$ cat src/rtl/conv_kernel_pipe_if.sv
// conv_kernel_pipe_if: bundles the pixel stream, kernel-load and result
// signals of conv_kernel_pipe.
//   master modport : upstream/controller side (drives i_*, observes o_*)
//   slave modport  : the convolver itself (observes i_*, drives o_*)
// Signals:
//   i_ce            pipeline clock enable
//   i_valid         i_subframe carries a valid window
//   i_subframe      KERNEL_SIZE taps, tap j at [j*NB_DATA +: NB_DATA]
//   i_abs_mode      1 = absolute value, 0 = clamp negatives to zero
//   i_coeff_we      shadow kernel write strobe
//   i_coeff_addr    shadow tap index
//   i_coeff_data    signed coefficient
//   i_kernel_commit copy shadow kernel into active kernel
//   o_valid         o_pixel valid
//   o_pixel         convolution result
//   o_kernel_pending shadow written since last commit
interface conv_kernel_pipe_if #(
  parameter int KERNEL_SIZE = 9,
  parameter int NB_DATA     = 8,
  parameter int NB_COEFF    = 8,
  parameter int NB_OUTPUT   = 8
) ();
  localparam int NB_ADDR = $clog2(KERNEL_SIZE);

  logic                          i_ce;
  logic                          i_valid;
  logic [KERNEL_SIZE*NB_DATA-1:0] i_subframe;
  logic                          i_abs_mode;
  logic                          i_coeff_we;
  logic [NB_ADDR-1:0]            i_coeff_addr;
  logic [NB_COEFF-1:0]           i_coeff_data;
  logic                          i_kernel_commit;
  logic                          o_valid;
  logic [NB_OUTPUT-1:0]          o_pixel;
  logic                          o_kernel_pending;

  modport master (
    output i_ce, i_valid, i_subframe, i_abs_mode,
    output i_coeff_we, i_coeff_addr, i_coeff_data, i_kernel_commit,
    input  o_valid, o_pixel, o_kernel_pending
  );

  modport slave (
    input  i_ce, i_valid, i_subframe, i_abs_mode,
    input  i_coeff_we, i_coeff_addr, i_coeff_data, i_kernel_commit,
    output o_valid, o_pixel, o_kernel_pending
  );
endinterface

$ cat src/rtl/conv_kernel_pipe.sv
// conv_kernel_pipe: three-stage pipelined KERNEL_SIZE-tap convolver with a
// double-buffered (shadow/active) signed kernel.
//   S1 multiplies each unsigned pixel by its active coefficient,
//   S2 sums the products at full precision,
//   S3 rounds half up, applies abs/clamp mode, saturates, and registers o_pixel.
// Ports:
//   i_clk    clock
//   i_reset  asynchronous active-low reset
//   bus      conv_kernel_pipe_if slave modport (stream, kernel load, result)
module conv_kernel_pipe #(
  parameter int KERNEL_SIZE = 9,
  parameter int NB_DATA     = 8,
  parameter int NB_COEFF    = 8,
  parameter int NBF_COEFF   = 7,
  parameter int NB_OUTPUT   = 8
) (
  input  logic                 i_clk,
  input  logic                 i_reset,
  conv_kernel_pipe_if.slave    bus
);
  localparam int NB_ADDR = $clog2(KERNEL_SIZE);
  localparam int NB_PROD = NB_DATA + 1 + NB_COEFF;
  localparam int NB_SUM  = NB_PROD + $clog2(KERNEL_SIZE);

  // One extra bit over the sum so rounding and negation cannot wrap.
  localparam logic signed [NB_SUM:0] RND_C = (NB_SUM+1)'(2**(NBF_COEFF-1));
  localparam logic signed [NB_SUM:0] SAT_C = (NB_SUM+1)'(2**NB_OUTPUT - 1);

  logic signed [NB_COEFF-1:0] shadow_r [KERNEL_SIZE];
  logic signed [NB_COEFF-1:0] active_r [KERNEL_SIZE];
  logic                       pending_r;
  logic                       wr_ok_s;

  logic signed [NB_PROD-1:0]  prod_nxt_s [KERNEL_SIZE];
  logic signed [NB_PROD-1:0]  prod_r     [KERNEL_SIZE];
  logic                       v1_r;
  logic                       abs1_r;

  logic signed [NB_SUM-1:0]   sum_nxt_s;
  logic signed [NB_SUM-1:0]   sum_r;
  logic                       v2_r;
  logic                       abs2_r;

  logic signed [NB_SUM:0]     rnd_s;
  logic signed [NB_SUM:0]     shr_s;
  logic signed [NB_SUM:0]     mag_s;
  logic [NB_OUTPUT-1:0]       pix_nxt_s;
  logic [NB_OUTPUT-1:0]       pix_r;
  logic                       vo_r;

  // Out-of-range tap addresses are dropped entirely, including the pending flag.
  assign wr_ok_s = bus.i_coeff_we &&
                   ({1'b0, bus.i_coeff_addr} < (NB_ADDR+1)'(KERNEL_SIZE));

  // Kernel bank: shadow writes and commit run regardless of i_ce.
  always_ff @(posedge i_clk or negedge i_reset) begin
    if (!i_reset) begin
      for (int j = 0; j < KERNEL_SIZE; j++) begin
        shadow_r[j] <= '0;
        active_r[j] <= '0;
      end
      pending_r <= 1'b0;
    end else begin
      for (int j = 0; j < KERNEL_SIZE; j++) begin
        if (wr_ok_s && (bus.i_coeff_addr == NB_ADDR'(j))) begin
          shadow_r[j] <= bus.i_coeff_data;
        end
      end
      // Commit copies the pre-edge shadow; a same-cycle write stays pending.
      if (bus.i_kernel_commit) begin
        for (int j = 0; j < KERNEL_SIZE; j++) begin
          active_r[j] <= shadow_r[j];
        end
        pending_r <= wr_ok_s;
      end else if (wr_ok_s) begin
        pending_r <= 1'b1;
      end
    end
  end

  // S1 products: pixel zero-extended to a positive signed operand.
  always_comb begin
    for (int j = 0; j < KERNEL_SIZE; j++) begin
      prod_nxt_s[j] = NB_PROD'($signed({1'b0, bus.i_subframe[j*NB_DATA +: NB_DATA]}))
                    * NB_PROD'(active_r[j]);
    end
  end

  // S2 full-precision sum of the registered products.
  always_comb begin
    sum_nxt_s = '0;
    for (int j = 0; j < KERNEL_SIZE; j++) begin
      sum_nxt_s = sum_nxt_s + NB_SUM'(prod_r[j]);
    end
  end

  // S3 round half up, abs/clamp, saturate to the output range.
  always_comb begin
    rnd_s = (NB_SUM+1)'(sum_r) + RND_C;
    shr_s = rnd_s >>> NBF_COEFF;
    if (shr_s[NB_SUM] == 1'b1) begin
      if (abs2_r) begin
        mag_s = -shr_s;
      end else begin
        mag_s = '0;
      end
    end else begin
      mag_s = shr_s;
    end
    if (mag_s > SAT_C) begin
      pix_nxt_s = SAT_C[NB_OUTPUT-1:0];
    end else begin
      pix_nxt_s = mag_s[NB_OUTPUT-1:0];
    end
  end

  // Pipeline registers; i_ce low freezes every stage and drops i_valid.
  always_ff @(posedge i_clk or negedge i_reset) begin
    if (!i_reset) begin
      for (int j = 0; j < KERNEL_SIZE; j++) begin
        prod_r[j] <= '0;
      end
      v1_r   <= 1'b0;
      abs1_r <= 1'b0;
      sum_r  <= '0;
      v2_r   <= 1'b0;
      abs2_r <= 1'b0;
      vo_r   <= 1'b0;
      pix_r  <= '0;
    end else if (bus.i_ce) begin
      prod_r <= prod_nxt_s;
      v1_r   <= bus.i_valid;
      abs1_r <= bus.i_abs_mode;
      sum_r  <= sum_nxt_s;
      v2_r   <= v1_r;
      abs2_r <= abs1_r;
      vo_r   <= v2_r;
      // Output pixel holds its last value across invalid slots.
      if (v2_r) begin
        pix_r <= pix_nxt_s;
      end
    end
  end

  assign bus.o_valid          = vo_r;
  assign bus.o_pixel          = pix_r;
  assign bus.o_kernel_pending = pending_r;
endmodule
$ cat src/flat_wrapper.sv
// flat-port wrapper written by rule: the top's interface ports become plain ports
module conv_kernel_pipe_flat 
#(
  parameter int KERNEL_SIZE = 9,
  parameter int NB_DATA     = 8,
  parameter int NB_COEFF    = 8,
  parameter int NBF_COEFF   = 7,
  parameter int NB_OUTPUT   = 8
)
  (i_clk, i_reset, bus_i_ce, bus_i_valid, bus_i_subframe, bus_i_abs_mode, bus_i_coeff_we, bus_i_coeff_addr, bus_i_coeff_data, bus_i_kernel_commit, bus_o_valid, bus_o_pixel, bus_o_kernel_pending);
  conv_kernel_pipe_if #(.KERNEL_SIZE(KERNEL_SIZE), .NB_DATA(NB_DATA), .NB_COEFF(NB_COEFF), .NB_OUTPUT(NB_OUTPUT)) bus_i ();
  input  logic i_clk;
  input  logic i_reset;
  input wire logic [$bits(bus_i.i_ce)-1:0] bus_i_ce;
  input wire logic [$bits(bus_i.i_valid)-1:0] bus_i_valid;
  input wire logic [$bits(bus_i.i_subframe)-1:0] bus_i_subframe;
  input wire logic [$bits(bus_i.i_abs_mode)-1:0] bus_i_abs_mode;
  input wire logic [$bits(bus_i.i_coeff_we)-1:0] bus_i_coeff_we;
  input wire logic [$bits(bus_i.i_coeff_addr)-1:0] bus_i_coeff_addr;
  input wire logic [$bits(bus_i.i_coeff_data)-1:0] bus_i_coeff_data;
  input wire logic [$bits(bus_i.i_kernel_commit)-1:0] bus_i_kernel_commit;
  output wire logic [$bits(bus_i.o_valid)-1:0] bus_o_valid;
  output wire logic [$bits(bus_i.o_pixel)-1:0] bus_o_pixel;
  output wire logic [$bits(bus_i.o_kernel_pending)-1:0] bus_o_kernel_pending;
  assign bus_i.i_ce = bus_i_ce;
  assign bus_i.i_valid = bus_i_valid;
  assign bus_i.i_subframe = bus_i_subframe;
  assign bus_i.i_abs_mode = bus_i_abs_mode;
  assign bus_i.i_coeff_we = bus_i_coeff_we;
  assign bus_i.i_coeff_addr = bus_i_coeff_addr;
  assign bus_i.i_coeff_data = bus_i_coeff_data;
  assign bus_i.i_kernel_commit = bus_i_kernel_commit;
  assign bus_o_valid = bus_i.o_valid;
  assign bus_o_pixel = bus_i.o_pixel;
  assign bus_o_kernel_pending = bus_i.o_kernel_pending;
  conv_kernel_pipe #(.KERNEL_SIZE(KERNEL_SIZE), .NB_DATA(NB_DATA), .NB_COEFF(NB_COEFF), .NBF_COEFF(NBF_COEFF), .NB_OUTPUT(NB_OUTPUT)) u_core (.i_clk(i_clk), .i_reset(i_reset), .bus(bus_i));
endmodule
$ cat config.mk
export PLATFORM = sky130hd
export DESIGN_NAME = conv_kernel_pipe_flat
export DESIGN_NICKNAME = d
export VERILOG_FILES = /design/src/rtl/conv_kernel_pipe_if.sv /design/src/rtl/conv_kernel_pipe.sv /design/src/flat_wrapper.sv
export SDC_FILE = /design/constraint.sdc
export NUM_CORES = 2
export LEC_CHECK = 0
export CORE_UTILIZATION = 47
export CTS_CLUSTER_DIAMETER = 120
export DETAILED_ROUTE_END_ITERATION = 12
export GPL_TIMING_DRIVEN = 0
export PLACE_DENSITY = 0.73
export SLEW_MARGIN = 20
export SYNTH_ARGS = -nofsm -noshare
export SYNTH_HDL_FRONTEND = slang
export SYNTH_SLANG_ARGS = --single-unit
$ cat constraint.sdc
create_clock -name i_clk -period 8.6 [get_ports i_clk]
set_input_delay 1.72 -clock i_clk [delete_from_list [all_inputs] [get_ports i_clk]]
set_output_delay 1.72 -clock i_clk [all_outputs]
set_load 0.02 [all_outputs]
==> results.cfg <==
[outcome]
status = finished clean

[timing]
layout_min_cycle_time_ns = 7.039
setup_viol = 0
finalHoldViolCount = 0
final.period_utilization = 0.8185
tightest_slew_ns = 1.205
rsz0062_at_grt = false
slew_headroom = 0.1966
slew_violations = 0
max_freq_mhz = 142.1
worst_slack_ns = 1.561
finClkSkew_ns = 0.02550

[critical_path]
crit_path_max_fanout = 4
reg2reg_from = u_core.prod_r[103]
r2r-end = u_core.sum_r[19]
reg2reg_depth = 25
timing.critical_path.from = u_core.prod_r[103]
path_class = reg2reg
critPathCaptureType = flip-flop
crit_end = u_core.sum_r[19]
cp.required_ns = 9.05
cp.arrival_ns = 7.49
rrSetupSlack_ns = 1.56
startpoint_type = flip-flop

[floorplanning]
floorplan.initialDensity = 0.4743
core_mm2 = 0.07595
dieArea_mm2 = 0.07775
ios = 101
fp-row-count = 101
die_x_um = 278.8
die_h_um = 278.8

[clock_network]
htree_levels = 2
holdBufCountCts = 0
post_cts_resized = 0
numCtsBuffers = 39
cts_tree = built
postCtsSetupRepairBufs = 0
path_clk_slew_ns = 0.07
clk_latency_ns = 0.57
ctsLongestPathBuffers = 3
clkSinkCount = 326
clockRootBuffer = clkbuf_16

[grt]
track_usage = 0.2327
grt_overflow = 0
grt_max_degree = 100
grt_pass1_vias = 26523
grt_pass1_wl_um = 142200
antenna_found_initial = 10

[placed_design]
post-place-ws_ns = 1.537
dp.cells = 4692
port-buffer-count = 98
dpl_cell_area_mm2 = 0.03836
routabilityCongestion = 0.9235
dpl.hpwl_um = 68740

[hold_path]
min_path_type = reg2reg

[cells_and_area]
fin_cells = 4768
final_common_cell = inv_1
final_cell_mix = inv_1 (645), fa_1 (443), ha_1 (426)
nets = 4663
drive_gt1_frac = 0.09279
fillers = 6660
postLayoutCellArea_mm2 = 0.03974
syn_to_final_growth_pct = 10.32

[detailed_routing]
totalWireLength_um = 86510
antenna_left = 0
dr.pass1.iters = 7
wl_per_cell_um = 18.14
drt-initial-drc-count = 1455
post-route-drc-count = 0
vias_per_cell = 5.242
dr_total_vias = 24994

[synth]
async_reset_ff_frac = 1.000
yosysSeqAreaShare = 0.2265
netlist-cell-type-count = 64
synth_area_mm2 = 0.03602
synth_ff_type = dfrtp_1
synth.avg_cell_area_um2 = 10.12
synth_seq_cells = 326
yosys_warnings = 0
netlist_instances = 3561
synth_nets = 4521
synth_edf_count = 0

[run]
cap_violations = 0
## cells in the mapped netlist, types with 3 or more instances
cell	number	area share
xnor2_1	81	0.020
and3_1	13	0.0023
a21oi_1	64	0.0089
o2111ai_1	5	0.0012
or3_1	21	0.0036
o31ai_1	14	0.0029
clkbuf_1	56	0.0058
a21boi_0	14	0.0029
o21a_1	14	0.0029
fa_1	443	0.25
nor2_1	111	0.012
o2111a_1	4	0.0013
or3b_2	3	0.00073
nand2_1	292	0.030
o211ai_1	11	0.0023
or2_2	4	0.00069
and2_1	310	0.054
a211oi_1	8	0.0017
inv_1	645	0.067
buf_2	9	0.0013
mux2i_1	9	0.0025
a31oi_1	15	0.0026
and4_1	3	0.00073
o41ai_1	6	0.0015
o21ai_0	98	0.014
nand2b_1	56	0.0097
mux2_2	243	0.076
nand3_1	42	0.0058
a211o_1	8	0.0019
o21bai_1	10	0.0021
nor3b_1	4	0.00083
a21o_1	45	0.0094
nor3_1	38	0.0053
nand3b_1	6	0.0013
dfrtp_1	326	0.23
nand4_1	8	0.0014
xor2_1	52	0.013
or4_1	3	0.00063
nor2b_1	13	0.0023
ha_1	426	0.15
## layer usage
layer  share of wire  global-route usage  vias up  routed length (um)
met5               0                   0        -                   0
met4           0.035             0.07847        0                2995
met3           0.046             0.02853      132                4022
met2            0.48              0.3952      483               41520
met1            0.44              0.3077    12702               37970
li1                -                   -    11677                   -
## worst min-delay path by stage
stage,slack (ns),startpoint,cells after the start,endpoint
final,0.48,u_core.shadow_r[15],2,u_core.active_r[15]
after floorplan,0.45,u_core.shadow_r[39],2,u_core.active_r[39]
after global placement,0.46,u_core.shadow_r[71],2,u_core.active_r[71]
after CTS,0.48,u_core.shadow_r[15],2,u_core.active_r[15]
after global routing,0.50,u_core.bus.o_pixel[1],1,u_core.bus.o_pixel[1]
after detailed placement,0.47,u_core.shadow_r[15],2,u_core.active_r[15]
## through the flow
step | TNS, ns | utilization | hold WS (ns)
global placement | -2808.43 | 0.5042 | 0.4556
finish | 0 | 0.5232 | 0.4753
CTS | 0 | 0.5229 | 0.4794
detailed placement | 0 | 0.5051 | 0.4656
global route | 0 | 0.5231 | 0.5010
floorplan | 0 | - | 0.4476
## cell type report
type                       instances  area [um2]  share of cell area
multi-input combinational       2522       25160              0.6332
sequential                       326        8158              0.2053
inverter                         645        2421             0.06092
tap                             1030        1289             0.03243
clock buffer                      50        1089             0.02739
timing repair buffer             101        1049             0.02638
buffer                            68       289.0            0.007273
clock inverter                    17       260.3            0.006549
antenna                            9       22.52           0.0005667
## critical path, cell delays in order, from the launching register on
cell and delay [ns]:
dfrtp_1 0.41, fa_1 0.49, ha_1 0.23, fa_1 0.47, a21oi_1 0.17, o21bai_1 0.12, a21oi_1 0.24, o21ai_0 0.18
a41oi_1 0.33, nor2b_1 0.20, xnor2_1 0.18, fa_1 0.46, inv_1 0.12, fa_1 0.44, fa_1 0.43, fa_1 0.52
inv_1 0.04, ha_1 0.32, a21o_1 0.19, a21o_1 0.18, a21oi_1 0.19, a31oi_1 0.18, a21o_1 0.24, a21oi_1 0.18
xnor2_1 0.14, mux2_2 0.28
## sequential cells by signal (all words and copies together) (netlist names), 8 cells and up
name and count:
u_core.prod_r 153, u_core.active_r 72, u_core.shadow_r 72, u_core.bus.o_pixel 8, u_core.sum_r 15
## kinds of logic (layout without fill, tap and decap cells)
logic type,Yosys count,in the layout,share of synthesized area
other cells,0,9,0
mux,252,252,0.07846
simple gates,936,936,0.1334
buf+inv,713,881,0.07513
compound gates,332,332,0.06006
fa+ha+maj,869,869,0.3942
flops,326,326,0.2265
xor+xnor,133,133,0.03234
Power is not shown: default switching activity piles up to over one toggle a cycle in this logic, so the estimate is an artifact.
